`src/rtl/bus_pkg.sv`:
```
// Shared bus definitions: region codes, memory map bounds, FSM states.
// Used by the bus responder and any other master walking the map.
package bus_pkg;

  typedef enum logic [1:0] {
    S_IDLE = 2'd0,
    S_REQ  = 2'd1,
    S_DONE = 2'd2
  } state_t;

  localparam logic [3:0] REG_ROM      = 4'd0;
  localparam logic [3:0] REG_VRAM     = 4'd1;
  localparam logic [3:0] REG_EXTRAM   = 4'd2;
  localparam logic [3:0] REG_WRAM     = 4'd3;
  localparam logic [3:0] REG_OAM      = 4'd4;
  localparam logic [3:0] REG_IO       = 4'd5;
  localparam logic [3:0] REG_HRAM     = 4'd6;
  localparam logic [3:0] REG_IE       = 4'd7;
  localparam logic [3:0] REG_UNMAPPED = 4'd15;

  localparam logic [15:0] ROM_END     = 16'h7FFF;
  localparam logic [15:0] VRAM_BASE   = 16'h8000;
  localparam logic [15:0] VRAM_END    = 16'h9FFF;
  localparam logic [15:0] EXTRAM_BASE = 16'hA000;
  localparam logic [15:0] EXTRAM_END  = 16'hBFFF;
  localparam logic [15:0] WRAM_BASE   = 16'hC000;
  localparam logic [15:0] WRAM_END    = 16'hDFFF;
  localparam logic [15:0] ECHO_BASE   = 16'hE000;
  localparam logic [15:0] ECHO_END    = 16'hFDFF;
  localparam logic [15:0] OAM_BASE    = 16'hFE00;
  localparam logic [15:0] OAM_END     = 16'hFE9F;
  localparam logic [15:0] UNMAP_BASE  = 16'hFEA0;
  localparam logic [15:0] UNMAP_END   = 16'hFEFF;
  localparam logic [15:0] IO_BASE     = 16'hFF00;
  localparam logic [15:0] IO_END      = 16'hFF7F;
  localparam logic [15:0] HRAM_BASE   = 16'hFF80;
  localparam logic [15:0] HRAM_END    = 16'hFFFE;
  localparam logic [15:0] IE_ADDR     = 16'hFFFF;

  localparam logic [15:0] ECHO_OFFSET = 16'h2000;

endpackage

```
`src/rtl/cpu_bus_responder_if.sv`:
```
// CPU-side bus and memory-side req/ack signals of the responder.
// slave = responder view, master = CPU/memory model view.
interface cpu_bus_responder_if;

  logic        i_Address_Out;
  logic [15:0] i_Address;
  logic        i_Bus_In;
  logic        i_Bus_Out;
  logic [7:0]  i_Data;
  logic [7:0]  o_Data;
  logic        o_Data_Valid;
  logic        o_Stall;
  logic        o_Bus_Error;
  logic        o_Mem_Req;
  logic        o_Mem_We;
  logic [3:0]  o_Mem_Region;
  logic [15:0] o_Mem_Addr;
  logic [7:0]  o_Mem_WData;
  logic [7:0]  i_Mem_RData;
  logic        i_Mem_Ack;

  modport slave (
    input  i_Address_Out, i_Address,
    input  i_Bus_In, i_Bus_Out, i_Data,
    input  i_Mem_RData, i_Mem_Ack,
    output o_Data, o_Data_Valid,
    output o_Stall, o_Bus_Error,
    output o_Mem_Req, o_Mem_We,
    output o_Mem_Region, o_Mem_Addr,
    output o_Mem_WData
  );

  modport master (
    output i_Address_Out, i_Address,
    output i_Bus_In, i_Bus_Out, i_Data,
    output i_Mem_RData, i_Mem_Ack,
    input  o_Data, o_Data_Valid,
    input  o_Stall, o_Bus_Error,
    input  o_Mem_Req, o_Mem_We,
    input  o_Mem_Region, o_Mem_Addr,
    input  o_Mem_WData
  );

endinterface

```
`src/rtl/bus_region_decoder.sv`:
```
// Combinational memory-map decoder: address -> region code and
// physical address (echo RAM folded onto WRAM).
module bus_region_decoder
  import bus_pkg::*;
(
  input  logic [15:0] i_Addr,
  output logic [3:0]  o_Region,
  output logic [15:0] o_Phys_Addr
);

  logic w_Echo;

  assign w_Echo = (i_Addr >= ECHO_BASE) &&
                  (i_Addr <= ECHO_END);

  always_comb begin
    o_Region    = REG_UNMAPPED;
    o_Phys_Addr = i_Addr;
    unique case (1'b1)
      (i_Addr <= ROM_END):
        o_Region = REG_ROM;
      (i_Addr >= VRAM_BASE && i_Addr <= VRAM_END):
        o_Region = REG_VRAM;
      (i_Addr >= EXTRAM_BASE && i_Addr <= EXTRAM_END):
        o_Region = REG_EXTRAM;
      (i_Addr >= WRAM_BASE && i_Addr <= WRAM_END):
        o_Region = REG_WRAM;
      w_Echo: begin
        o_Region    = REG_WRAM;
        o_Phys_Addr = i_Addr - ECHO_OFFSET;
      end
      (i_Addr >= OAM_BASE && i_Addr <= OAM_END):
        o_Region = REG_OAM;
      (i_Addr >= UNMAP_BASE && i_Addr <= UNMAP_END):
        o_Region = REG_UNMAPPED;
      (i_Addr >= IO_BASE && i_Addr <= IO_END):
        o_Region = REG_IO;
      (i_Addr >= HRAM_BASE && i_Addr <= HRAM_END):
        o_Region = REG_HRAM;
      (i_Addr == IE_ADDR):
        o_Region = REG_IE;
      default:
        o_Region = REG_UNMAPPED;
    endcase
  end

endmodule

```
`src/rtl/cpu_bus_responder.sv`:
```
// Memory-side end of the CPU bus: latches the address, decodes the
// region, runs req/ack with memory and stalls the CU until done.
module cpu_bus_responder
  import bus_pkg::*;
#(
  parameter int unsigned TIMEOUT_CYCLES = 15,
  parameter logic [7:0]  OPEN_BUS_VALUE = 8'hFF
) (
  input  logic                i_Clk,
  input  logic                i_Reset,
  cpu_bus_responder_if.slave  bus
);

  localparam logic [7:0] LP_TMO_LAST = 8'(TIMEOUT_CYCLES - 1);

  state_t      r_State,  w_State_Nxt;
  logic [15:0] r_Addr,   w_Addr_Nxt;
  logic [3:0]  r_Region, w_Region_Nxt;
  logic [15:0] r_Phys,   w_Phys_Nxt;
  logic [7:0]  r_Data,   w_Data_Nxt;
  logic        r_Valid,  w_Valid_Nxt;
  logic        r_Stall,  w_Stall_Nxt;
  logic        r_Err,    w_Err_Nxt;
  logic        r_Req,    w_Req_Nxt;
  logic        r_We,     w_We_Nxt;
  logic [7:0]  r_WData,  w_WData_Nxt;
  logic [7:0]  r_Cnt,    w_Cnt_Nxt;
  logic        r_Rd,     w_Rd_Nxt;

  logic        w_Latch;
  logic [15:0] w_Sel_Addr;
  logic [3:0]  w_Dec_Region;
  logic [15:0] w_Dec_Phys;

  // A fresh address presented in IDLE is used by the same-cycle access
  assign w_Latch    = (r_State == S_IDLE) && bus.i_Address_Out;
  assign w_Sel_Addr = w_Latch ? bus.i_Address : r_Addr;

  bus_region_decoder u_dec (
    .i_Addr      (w_Sel_Addr),
    .o_Region    (w_Dec_Region),
    .o_Phys_Addr (w_Dec_Phys)
  );

  always_comb begin
    w_State_Nxt  = r_State;
    w_Addr_Nxt   = r_Addr;
    w_Region_Nxt = r_Region;
    w_Phys_Nxt   = r_Phys;
    w_Data_Nxt   = r_Data;
    w_Valid_Nxt  = 1'b0;
    w_Stall_Nxt  = r_Stall;
    w_Err_Nxt    = 1'b0;
    w_Req_Nxt    = r_Req;
    w_We_Nxt     = r_We;
    w_WData_Nxt  = r_WData;
    w_Cnt_Nxt    = r_Cnt;
    w_Rd_Nxt     = r_Rd;
    unique case (r_State)
      S_IDLE: begin
        if (w_Latch) begin
          w_Addr_Nxt   = bus.i_Address;
          w_Region_Nxt = w_Dec_Region;
          w_Phys_Nxt   = w_Dec_Phys;
        end
        if (bus.i_Bus_In && bus.i_Bus_Out) begin
          w_Err_Nxt = 1'b1;
        end else if (bus.i_Bus_In || bus.i_Bus_Out) begin
          w_Rd_Nxt = bus.i_Bus_In;
          if (w_Dec_Region == REG_UNMAPPED) begin
            w_State_Nxt = S_DONE;
            if (bus.i_Bus_In) begin
              w_Data_Nxt  = OPEN_BUS_VALUE;
              w_Valid_Nxt = 1'b1;
            end
          end else begin
            w_State_Nxt = S_REQ;
            w_Req_Nxt   = 1'b1;
            w_We_Nxt    = bus.i_Bus_Out;
            w_WData_Nxt = bus.i_Data;
            w_Stall_Nxt = 1'b1;
            w_Cnt_Nxt   = 8'd0;
          end
        end
      end
      S_REQ: begin
        if (bus.i_Mem_Ack) begin
          w_State_Nxt = S_DONE;
          w_Req_Nxt   = 1'b0;
          w_Stall_Nxt = 1'b0;
          if (r_Rd) begin
            w_Data_Nxt  = bus.i_Mem_RData;
            w_Valid_Nxt = 1'b1;
          end
        end else if (r_Cnt == LP_TMO_LAST) begin
          w_State_Nxt = S_DONE;
          w_Req_Nxt   = 1'b0;
          w_Stall_Nxt = 1'b0;
          w_Err_Nxt   = 1'b1;
          if (r_Rd) begin
            w_Data_Nxt  = OPEN_BUS_VALUE;
            w_Valid_Nxt = 1'b1;
          end
        end else begin
          w_Cnt_Nxt = r_Cnt + 8'd1;
        end
      end
      S_DONE: begin
        w_State_Nxt = S_IDLE;
      end
      default: begin
        w_State_Nxt = S_IDLE;
        w_Req_Nxt   = 1'b0;
        w_Stall_Nxt = 1'b0;
      end
    endcase
  end

  always_ff @(posedge i_Clk) begin
    if (i_Reset) begin
      r_State  <= S_IDLE;
      r_Addr   <= 16'h0000;
      r_Region <= REG_ROM;
      r_Phys   <= 16'h0000;
      r_Data   <= 8'h00;
      r_Valid  <= 1'b0;
      r_Stall  <= 1'b0;
      r_Err    <= 1'b0;
      r_Req    <= 1'b0;
      r_We     <= 1'b0;
      r_WData  <= 8'h00;
      r_Cnt    <= 8'd0;
      r_Rd     <= 1'b0;
    end else begin
      r_State  <= w_State_Nxt;
      r_Addr   <= w_Addr_Nxt;
      r_Region <= w_Region_Nxt;
      r_Phys   <= w_Phys_Nxt;
      r_Data   <= w_Data_Nxt;
      r_Valid  <= w_Valid_Nxt;
      r_Stall  <= w_Stall_Nxt;
      r_Err    <= w_Err_Nxt;
      r_Req    <= w_Req_Nxt;
      r_We     <= w_We_Nxt;
      r_WData  <= w_WData_Nxt;
      r_Cnt    <= w_Cnt_Nxt;
      r_Rd     <= w_Rd_Nxt;
    end
  end

  assign bus.o_Data       = r_Data;
  assign bus.o_Data_Valid = r_Valid;
  assign bus.o_Stall      = r_Stall;
  assign bus.o_Bus_Error  = r_Err;
  assign bus.o_Mem_Req    = r_Req;
  assign bus.o_Mem_We     = r_We;
  assign bus.o_Mem_Region = r_Region;
  assign bus.o_Mem_Addr   = r_Phys;
  assign bus.o_Mem_WData  = r_WData;

endmodule
```
`src/flat_wrapper.sv`:
```
// flat-port wrapper written by rule: the top's interface ports become plain ports
module cpu_bus_responder_flat import bus_pkg::*;
#(
  parameter int unsigned TIMEOUT_CYCLES = 15,
  parameter logic [7:0]  OPEN_BUS_VALUE = 8'hFF
)
  (i_Clk, i_Reset, bus_i_Address_Out, bus_i_Address, bus_i_Bus_In, bus_i_Bus_Out, bus_i_Data, bus_i_Mem_RData, bus_i_Mem_Ack, bus_o_Data, bus_o_Data_Valid, bus_o_Stall, bus_o_Bus_Error, bus_o_Mem_Req, bus_o_Mem_We, bus_o_Mem_Region, bus_o_Mem_Addr, bus_o_Mem_WData);
  cpu_bus_responder_if bus_i ();
  input  logic i_Clk;
  input  logic i_Reset;
  input wire logic [$bits(bus_i.i_Address_Out)-1:0] bus_i_Address_Out;
  input wire logic [$bits(bus_i.i_Address)-1:0] bus_i_Address;
  input wire logic [$bits(bus_i.i_Bus_In)-1:0] bus_i_Bus_In;
  input wire logic [$bits(bus_i.i_Bus_Out)-1:0] bus_i_Bus_Out;
  input wire logic [$bits(bus_i.i_Data)-1:0] bus_i_Data;
  input wire logic [$bits(bus_i.i_Mem_RData)-1:0] bus_i_Mem_RData;
  input wire logic [$bits(bus_i.i_Mem_Ack)-1:0] bus_i_Mem_Ack;
  output wire logic [$bits(bus_i.o_Data)-1:0] bus_o_Data;
  output wire logic [$bits(bus_i.o_Data_Valid)-1:0] bus_o_Data_Valid;
  output wire logic [$bits(bus_i.o_Stall)-1:0] bus_o_Stall;
  output wire logic [$bits(bus_i.o_Bus_Error)-1:0] bus_o_Bus_Error;
  output wire logic [$bits(bus_i.o_Mem_Req)-1:0] bus_o_Mem_Req;
  output wire logic [$bits(bus_i.o_Mem_We)-1:0] bus_o_Mem_We;
  output wire logic [$bits(bus_i.o_Mem_Region)-1:0] bus_o_Mem_Region;
  output wire logic [$bits(bus_i.o_Mem_Addr)-1:0] bus_o_Mem_Addr;
  output wire logic [$bits(bus_i.o_Mem_WData)-1:0] bus_o_Mem_WData;
  assign bus_i.i_Address_Out = bus_i_Address_Out;
  assign bus_i.i_Address = bus_i_Address;
  assign bus_i.i_Bus_In = bus_i_Bus_In;
  assign bus_i.i_Bus_Out = bus_i_Bus_Out;
  assign bus_i.i_Data = bus_i_Data;
  assign bus_i.i_Mem_RData = bus_i_Mem_RData;
  assign bus_i.i_Mem_Ack = bus_i_Mem_Ack;
  assign bus_o_Data = bus_i.o_Data;
  assign bus_o_Data_Valid = bus_i.o_Data_Valid;
  assign bus_o_Stall = bus_i.o_Stall;
  assign bus_o_Bus_Error = bus_i.o_Bus_Error;
  assign bus_o_Mem_Req = bus_i.o_Mem_Req;
  assign bus_o_Mem_We = bus_i.o_Mem_We;
  assign bus_o_Mem_Region = bus_i.o_Mem_Region;
  assign bus_o_Mem_Addr = bus_i.o_Mem_Addr;
  assign bus_o_Mem_WData = bus_i.o_Mem_WData;
  cpu_bus_responder #(.TIMEOUT_CYCLES(TIMEOUT_CYCLES), .OPEN_BUS_VALUE(OPEN_BUS_VALUE)) u_core (.i_Clk(i_Clk), .i_Reset(i_Reset), .bus(bus_i));
endmodule
```
`config.mk`:
```
export PLATFORM = sky130hd
export DESIGN_NAME = cpu_bus_responder_flat
export DESIGN_NICKNAME = d
export VERILOG_FILES = /design/src/rtl/bus_pkg.sv /design/src/rtl/cpu_bus_responder_if.sv /design/src/rtl/bus_region_decoder.sv /design/src/rtl/cpu_bus_responder.sv /design/src/flat_wrapper.sv
export SDC_FILE = /design/constraint.sdc
export NUM_CORES = 1
export LEC_CHECK = 0
export CAP_MARGIN = 10
export CELL_PAD_IN_SITES_DETAIL_PLACEMENT = 2
export CELL_PAD_IN_SITES_GLOBAL_PLACEMENT = 2
export CORE_ASPECT_RATIO = 0.9
export CORE_UTILIZATION = 31
export CTS_BUF_LIST = sky130_fd_sc_hd__clkbuf_8 sky130_fd_sc_hd__clkbuf_16
export CTS_CLUSTER_DIAMETER = 30
export DETAILED_ROUTE_END_ITERATION = 8
export GPL_TIMING_DRIVEN = 0
export HOLD_SLACK_MARGIN = 0.08
export PLACE_DENSITY_LB_ADDON = 0.12
export SLEW_MARGIN = 25
export SYNTH_ARGS = -nofsm -noshare
export SYNTH_HDL_FRONTEND = slang
export SYNTH_HIERARCHICAL = 1
export SYNTH_SLANG_ARGS = --single-unit
```
`constraint.sdc`:
```
create_clock -name i_Clk -period 8.4 [get_ports i_Clk]
set_input_delay 2.52 -clock i_Clk [delete_from_list [all_inputs] [get_ports i_Clk]]
set_output_delay 2.52 -clock i_Clk [all_outputs]
set_load 0.05 [all_outputs]
```
Word-level counts from Yosys, hierarchy flattened
Index checks and enable logic that the tools add are counted.

storage, ports and cells
  bits in writable memories = 0
  memory bits (read-only) = 0
  bits in latches = 0
  input bits = 38
  register bits after elaboration = 67
  output and inout port bits = 41
  memories = 0

operators by class
  equal/unequal tests = 14
  shift-type cells = 0
  magnitude comparators = 15
  multipliers = 0
  reduce and logical (&&, ||, !) cells = 20
  bitwise operators = 3
  add/sub/neg operators = 2
  mux-type cells = 42
  divide/modulo/power cells = 0

operators with widths
  operator                count
  $ge 16x16->1 const B    7
  $le 16x16->1 const B    7
  $mux 8                  13
  $mux 16                 2
  $pmux 4 s8              1
  $pmux 8 s2              2
  $eq 16x16->1 const B    1
  $le 16x15->1 const B    1
  $sub 16x14->16 const B  1
  $mux 1                  15
  $ne 2x2->1 const B      7
  $mux 2                  5
  $logic_and 1x1->1       9
  $add 8x1->8 const B     1
  $eq 8x4->1 const B      1
  $reduce_and 7->1        1
  $reduce_and 3->1        2
  $reduce_and 6->1        1
  $reduce_and 5->1        1
  $eq 4x4->1 const B      1
  $pmux 1 s2              2
  $pmux 2 s2              1
  $reduce_and 4->1        1
  $ne 3x2->1 const B      1
  10 further kinds        12

Logic depth before layout (Yosys ltp)
  word-level depth = 12
  depth in mapped cells = 17

Hierarchy
The synthesis kept the hierarchy.

modules (own cells, without submodules)
  module              times used  area an instance (um^2)  cells an instance  seq. area each (um^2)
  cpu_bus_responder   1           2737.6                   305                1341.3
  bus_region_decoder  1           459.2                    61                 0.0

Worst setup path after synthesis
No wires, ideal clock.

  kind = in2reg
  start = input port bus_i_Address_Out
  end = register u_core.r_Data[0], in the netlist u_core/bus.o_Data[0]
  required time = 8.341 ns
  arrival time = 6.076 ns
  cell stages on the path = 12
  slack = 2.265 ns
  path buffers = 2
  cell sequence = and2_1 -> buf_2 -> buf_6 -> mux2_1 -> or4_4 -> or4b_4 -> o32ai_1 -> o21bai_1 -> nand4_1 -> or3_1 -> a2111oi_4 -> o21a_1

between the ends
  longest elaborated chain between the ends = 9

ends and longest elaborated chain
  item                                        line                                                text
  from (decl)                                 flat_wrapper.sv:11                                  input wire logic [$bits(bus_i.i_Address_Out)-1:0] bus_i_Address_Out;
  $logic_and 1x1->1 (*)                       cpu_bus_responder.sv:36                             assign w_Latch = (r_State == S_IDLE) && bus.i_Address_Out;
  $mux 16 (*)                                 -
  via u_core.w_Sel_Addr[3]                    cpu_bus_responder.sv:31                             logic [15:0] w_Sel_Addr;
  $ge 16x16->1, or another cell as far along  bus_region_decoder.sv:13                            assign w_Echo = (i_Addr >= ECHO_BASE) &&
  $logic_and 1x1->1 (on tied branches)        bus_region_decoder.sv:13, bus_region_decoder.sv:26
  $reduce_or 2->1 (no source line)            -
  $pmux 4 s8 (*)                              bus_region_decoder.sv:19                            unique case (1'b1)
  via u_core.w_Dec_Region[1]                  cpu_bus_responder.sv:32                             logic [3:0] w_Dec_Region;
  $eq 4x4->1 (*)                              cpu_bus_responder.sv:70                             if (w_Dec_Region == REG_UNMAPPED) begin
  $ne 2x2->1 (no source line) (*)             -
  $reduce_and 7->1 (no source line) (*)       -
  to (signal assigned)                        cpu_bus_responder.sv:139                            r_Data <= w_Data_Nxt;
  to (decl)                                   cpu_bus_responder.sv:20                             logic [7:0] r_Data, w_Data_Nxt;

Mark *: on every way through the listed nets, which the timed path passes. The rest lies on a longest branch.
A chain may end at the register's enable or synchronous reset.

Worst setup path in the final report
  start = input port bus_i_Address_Out
  end = register u_core.r_Data[5], in the netlist u_core/bus.o_Data[5]

Same word-level chain as after synthesis.

==> flow_summary.json <==
{
  "post_cts_buffers": 0,
  "path_cells": "clkdlybuf4s50_1, and2_1, buf_2, buf_6, mux2_1, or4_4, or4b_4, o32ai_1, o21bai_1, nand4_1, or3_1, a2111oi_4, o21a_1",
  "post_dp_cell_area_mm2": 0.00413,
  "synth-edff-count": 0,
  "htreeDepth": 3,
  "drc": 0,
  "die_h_um": 98.3,
  "totalWireLength_um": 9950,
  "finalSetupTns_ns": 0,
  "max_stage_delay_ns": 0.71,
  "cts_tree": "yes",
  "cts_resized": 0,
  "antenna_found_initial": 0,
  "max-slew-margin-rel_pct": 46.4,
  "cts_buffer_depth": 2,
  "ios": 79,
  "p_leak_nw": 1.64,
  "wl_per_cell_um": 17.0,
  "layout.nets": 498,
  "area_growth_pct": 39.3,
  "hold_violations": 0,
  "cellPowerDensity_mw_per_mm2": 220,
  "synth_fp_nets": 410,
  "internal_power_w": 0.000691,
  "postLayoutCellArea_mm2": 0.00445,
  "status": "complete, no violations",
  "fmax_mhz": 142,
  "criticalPathCategory": "in -> reg",
  "vias_per_cell": 5.10,
  "crit_path_start_kind": "input port",
  "die_x_um": 109,
  "rsz0062_at_grt": "no",
  "cts.root.buffer_cell": "clkbuf_16",
  "grt_max_degree": 13,
  "grt_pass1_wl_um": 16400,
  "ys_ff_latch": 67,
  "overflow": 0,
  "p_sw_share_pct": 29.4,
  "cap_violations": 0,
  "clk_pin_slew_worst_paths_ns": 0.06,
  "clkPwrFrac_pct": 42.6,
  "postRouteAntennaNets": 0,
  "gp_congestion": 0.809,
  "finalCritPeriodShare_pct": 83.9,
  "crit_required_ns": 8.67,
  "cpMaxStageDelayCell": "a2111oi_4",
  "portBuffers": 77,
  "cts_buffers": 9,
  "p_seq_share_pct": 35.4,
  "worst_slew_pin_slew_ns": 0.800,
  "dp_hpwl_um": 7150,
  "fin_crit_ns": 7.05,
  "power_frac_comb_pct": 21.9,
  "num_vias": 2984,
  "ys_async_sr_fraction_pct": 0,
  "insertion_delay_ns": 0.33,
  "grt_usage_pct": 20.2,
  "synth_area_per_cell_um2": 8.73,
  "drt_iter0_drc": 66,
  "syn_inst": 366,
  "first_pass_iters": 4,
  "grt_pass1_vias": 3229,
  "yosys_warnings": 6,
  "peakVddDrop_uv": 92.9,
  "num_rows": 34,
  "multiInputGateArea_mm2": 0.00161,
  "ctsHoldBuffers": 0,
  "path_max_fanout": 10,
  "start_util_pct": 32.5,
  "ys_seq_area_share_pct": 42.0,
  "arrival_ns": 7.32,
  "worstSetupEndpointType": "flip-flop",
  "seq_area_mm2": 0.00134,
  "syn_area_mm2": 0.00320,
  "net-switching-power_w": 0.000288,
  "antenna_cells": 0,
  "ys_types": 52,
  "min_path_type": "reg -> reg",
  "drive_above_1_share_pct": 14.2,
  "skew_ns": 0.00648,
  "fp.dieArea_mm2": 0.0107,
  "synth-main-ff-cell": "dfxtp_1",
  "cts.sinks": 67,
  "nFillCells": 1102,
  "drv_slew": 0,
  "core_mm2": 0.00983,
  "setup_viol": 0
}
## cell usage after synthesis, types with 6 or more instances
master / n / share of area [%]
nand2_1: 71 / 8.3
dfxtp_1: 67 / 42
a21oi_1: 37 / 5.8
nor2_1: 22 / 2.6
nor2b_1: 16 / 3.1
buf_4: 15 / 3.5
mux2_2: 14 / 4.9
clkbuf_1: 13 / 1.5
inv_1: 9 / 1.1
o21a_1: 9 / 2.1
nor3_1: 7 / 1.1
buf_2: 6 / 0.94
ha_1: 6 / 2.3
nand3_1: 6 / 0.94
nand4_1: 6 / 1.2
## registers in the layout, indices dropped and copies added, names as in the netlist, 2 cells and up
| register | count |
|---|---|
| u_core/bus.o_Data | 8 |
| u_core/bus.o_Mem_Addr | 16 |
| u_core/bus.o_Mem_Region | 4 |
| u_core/bus.o_Mem_WData | 8 |
| u_core/r_Addr | 16 |
| u_core/r_Cnt | 8 |
| u_core/r_State | 2 |
## per-stage QoR
step / hold slack, ns / utilization, % / power, W / setup WS, ns / std cells
after floorplan: 0.456 / - / 0.000494 / 2.26 / 366
after global placement: 0.441 / 42.0 / 0.000563 / 1.16 / 569
after detailed placement: 0.452 / 42.0 / 0.000569 / 1.08 / 569
after CTS: 0.460 / 45.3 / 0.000993 / 1.33 / 585
after global routing: 0.484 / 45.3 / 0.00102 / 1.11 / 585
final: 0.457 / 45.3 / 0.000980 / 1.35 / 585
## power by group through the flow
stage	sequential, W	clock [W]	combinational [W]
after floorplan	0.000392	0	0.000102
after global placement	0.000353	0	0.000210
after detailed placement	0.000354	0	0.000215
after CTS	0.000348	0.000428	0.000218
after global routing	0.000350	0.000440	0.000233
final	0.000347	0.000418	0.000215
## metal layers
metal	wire length [um]	vias up	GRT usage [%]
met5	0	-	0
met4	69	0	5.51
met2	4780	80	34.0
met1	4490	1466	24.5
met3	607	6	6.34
li1	-	1432	-
## cells in the final DEF (no fill, tap or decap), drive strengths merged, types with 2 or more instances in the layout
cell type / synthesis / layout
clkdlybuf4s50: 0 / 77
nand2: 71 / 71
dfxtp: 67 / 67
a21oi: 37 / 37
buf: 23 / 23
clkbuf: 13 / 23
nor2: 22 / 22
nor2b: 16 / 16
mux2: 16 / 16
inv: 9 / 11
o21a: 9 / 9
nor3: 7 / 7
nand4: 6 / 6
nand3: 6 / 6
ha: 6 / 6
nand2b: 5 / 5
o21ai: 4 / 4
mux2i: 4 / 4
a2111oi: 4 / 4
or4: 4 / 4
a41oi: 3 / 3
o32ai: 3 / 3
a31oi: 3 / 3
or4b: 3 / 3
bufinv: 0 / 2
or3: 2 / 2
xor2: 2 / 2
and3: 2 / 2
and2: 2 / 2
a211oi: 2 / 2
## worst paths after layout
check / from / end / slack [ns] / depth (start not counted)
setup / recovery: bus_i_Address_Out / u_core/bus.o_Data[5] / 1.35 / 13
hold / removal: u_core/bus.o_Mem_WData[1] / u_core/bus.o_Mem_WData[1] / 0.46 / 2
setup reg to reg: u_core/r_State[0] / u_core/bus.o_Data[5] / 3.15 / 14
hold reg to reg: u_core/bus.o_Mem_WData[1] / u_core/bus.o_Mem_WData[1] / 0.46 / 2
## logic make-up after synthesis
logic type	share of synthesized area (%)
compound gates	17.0
fa+ha+maj	2.35
simple gates	23.5
buf+inv	7.75
mux	6.89
flops	42.0
xor+xnor	0.548
## critical path: cells and delay by family
kind / cells / cell delay, ns
AO/OA/AOI/OAI: 4 / 1.45
buffers and inverters: 3 / 0.94
AND/OR/NAND/NOR: 5 / 2.00
multiplexers: 1 / 0.39
## layout make-up
cell class | count | share of cell area, %
multi-input cells | 254 | 36.1
inverters | 9 | 0.759
repair buffers | 77 | 17.3
well taps | 126 | 3.54
clock buffers | 10 | 5.37
clock inverters | 6 | 1.99
flip-flops and latches | 67 | 30.1
plain buffers | 36 | 4.80
Power figures use the tool's default switching activity.
==> edit, RTL diff (config.mk and constraints unchanged) <==
The 3 states of `state_t` get a one-hot encoding in 3 bits.
--- a/src/rtl/bus_pkg.sv
+++ b/src/rtl/bus_pkg.sv
@@ -4,6 +4,6 @@
 
-  typedef enum logic [1:0] {
-    S_IDLE = 2'd0,
-    S_REQ  = 2'd1,
-    S_DONE = 2'd2
+  typedef enum logic [2:0] {
+    S_IDLE = 3'b001,
+    S_REQ  = 3'b010,
+    S_DONE = 3'b100
   } state_t;
Check against the original RTL: same outputs for any inputs over 4 cycles, from zero or initial values and one cycle with i_Reset high; so few cycles prove little.
==> edit against the unedited design <==
  * Sequential share of layout area is 0.051 points higher
  * Design area is 1.3% higher
  * Final cell count is 3.4% lower
  * Setup slack better by 0.29 ns
  * Critical path type unchanged
  * First-iteration DRC count is 44% lower
  * Highest routed layer unchanged
  * Area after synthesis is 1.9% higher
  * Critical path depth stayed put
  * Wire length is 0.99% higher
  * Worst hold slack better by 0.00066 ns
  * Sequential cell count is 1 higher
  * The run now ends with design-rule violations left
Power is not compared: it rests on default switching activity, and its combinational part moved more than twofold at a synthesized area within 25%.
==> edit: results <==
export IMPL_violations="design-rule violations"
export IMPL_fin_worst_skew_ns=0.00417
export IMPL_gr_usage_met3_pct=5.57
export IMPL_synth_compound_area_share_pct=15.7
export IMPL_post_drt_wl_per_cell_um=17.8
export IMPL_grtUsageMet1_pct=25.0
export IMPL_via_per_inst=5.11
export IMPL_max_slew_margin_pct=58.5
export IMPL_gp_congestion=0.802
export IMPL_synth_fp_nets=387
export IMPL_dp_cells=549
export IMPL_synth_commonest_cells="dfxtp_1, nand2_1, a21oi_1"
export IMPL_yosysUniqueCellTypes=54
export IMPL_worst_ep_arrival_time_ns=7.03
export IMPL_layout_nets=475
export IMPL_route_detailed_drc=2
export IMPL_synth_seq_area_share_pct=41.8
export IMPL_r2r_slack_ns=3.48
export IMPL_outcome="complete, but fails checks"
export IMPL_grt_pass1_wl_mm=16.7
export IMPL_synth_cells=343
export IMPL_first_iter_violations=37
export IMPL_fmax_ghz=0.148
export IMPL_pre_cts_ws_ns=1.29
export IMPL_dp_hpwl_mm=7.48
-- edit: final timing paths --
path,from,to,cells after the start
setup / recovery,bus_i_Address_Out,u_core/bus.o_Data[0],13
hold / removal,u_core/bus.o_Mem_Addr[9],u_core/bus.o_Mem_Addr[9],2
hold reg to reg,u_core/bus.o_Mem_Addr[9],u_core/bus.o_Mem_Addr[9],2
setup reg to reg,u_core/r_State[0],u_core/bus.o_Data[0],13
-- edit: logic make-up after synthesis --
| group | count (synthesis) |
|---|---|
| AO/OA/AOI/OAI | 70 |
| XOR/XNOR | 2 |
| adder cells (fa/ha/maj) | 6 |
| buffers and inverters | 40 |
| flip-flops | 68 |
| multiplexers | 26 |
| AND/OR/NAND/NOR | 131 |
-- edit: routing by layer --
metal	share of wire, %	up-vias
met5	0	-
met4	1.3	0
met3	4.0	11
met2	50	52
met1	45	1435
li1	-	1387
-- edit: cell type report --
class	instances	area [um^2]
clock buffers	13	280
clock inverters	3	42.5
plain buffers	32	215
flip-flops and latches	68	1360
repair buffers	77	771
inverters	8	30.0
fillers	1142	5740
multi-input cells	235	1650
well taps	129	161
-- edit: critical path: stages --
cell,delay (ns)
clkdlybuf4s50_1,0.50
and2_1,0.13
buf_4,0.19
buf_8,0.18
mux2_4,0.34
or4_4,0.56
or4b_4,0.57
o32ai_1,0.37
o21bai_1,0.22
nand4_1,0.33
o21ai_0,0.34
nor4b_4,0.51
o221a_1,0.26
-- edit: per-stage QoR --
step / hold WS (ns) / instance area (um^2)
2_1_floorplan: 0.459 / 3260
3_3_place_gp: 0.441 / 4190
3_5_place_dp: 0.451 / 4190
4_1_cts: 0.459 / 4510
5_1_grt: 0.486 / 4510
6_report: 0.458 / 4510
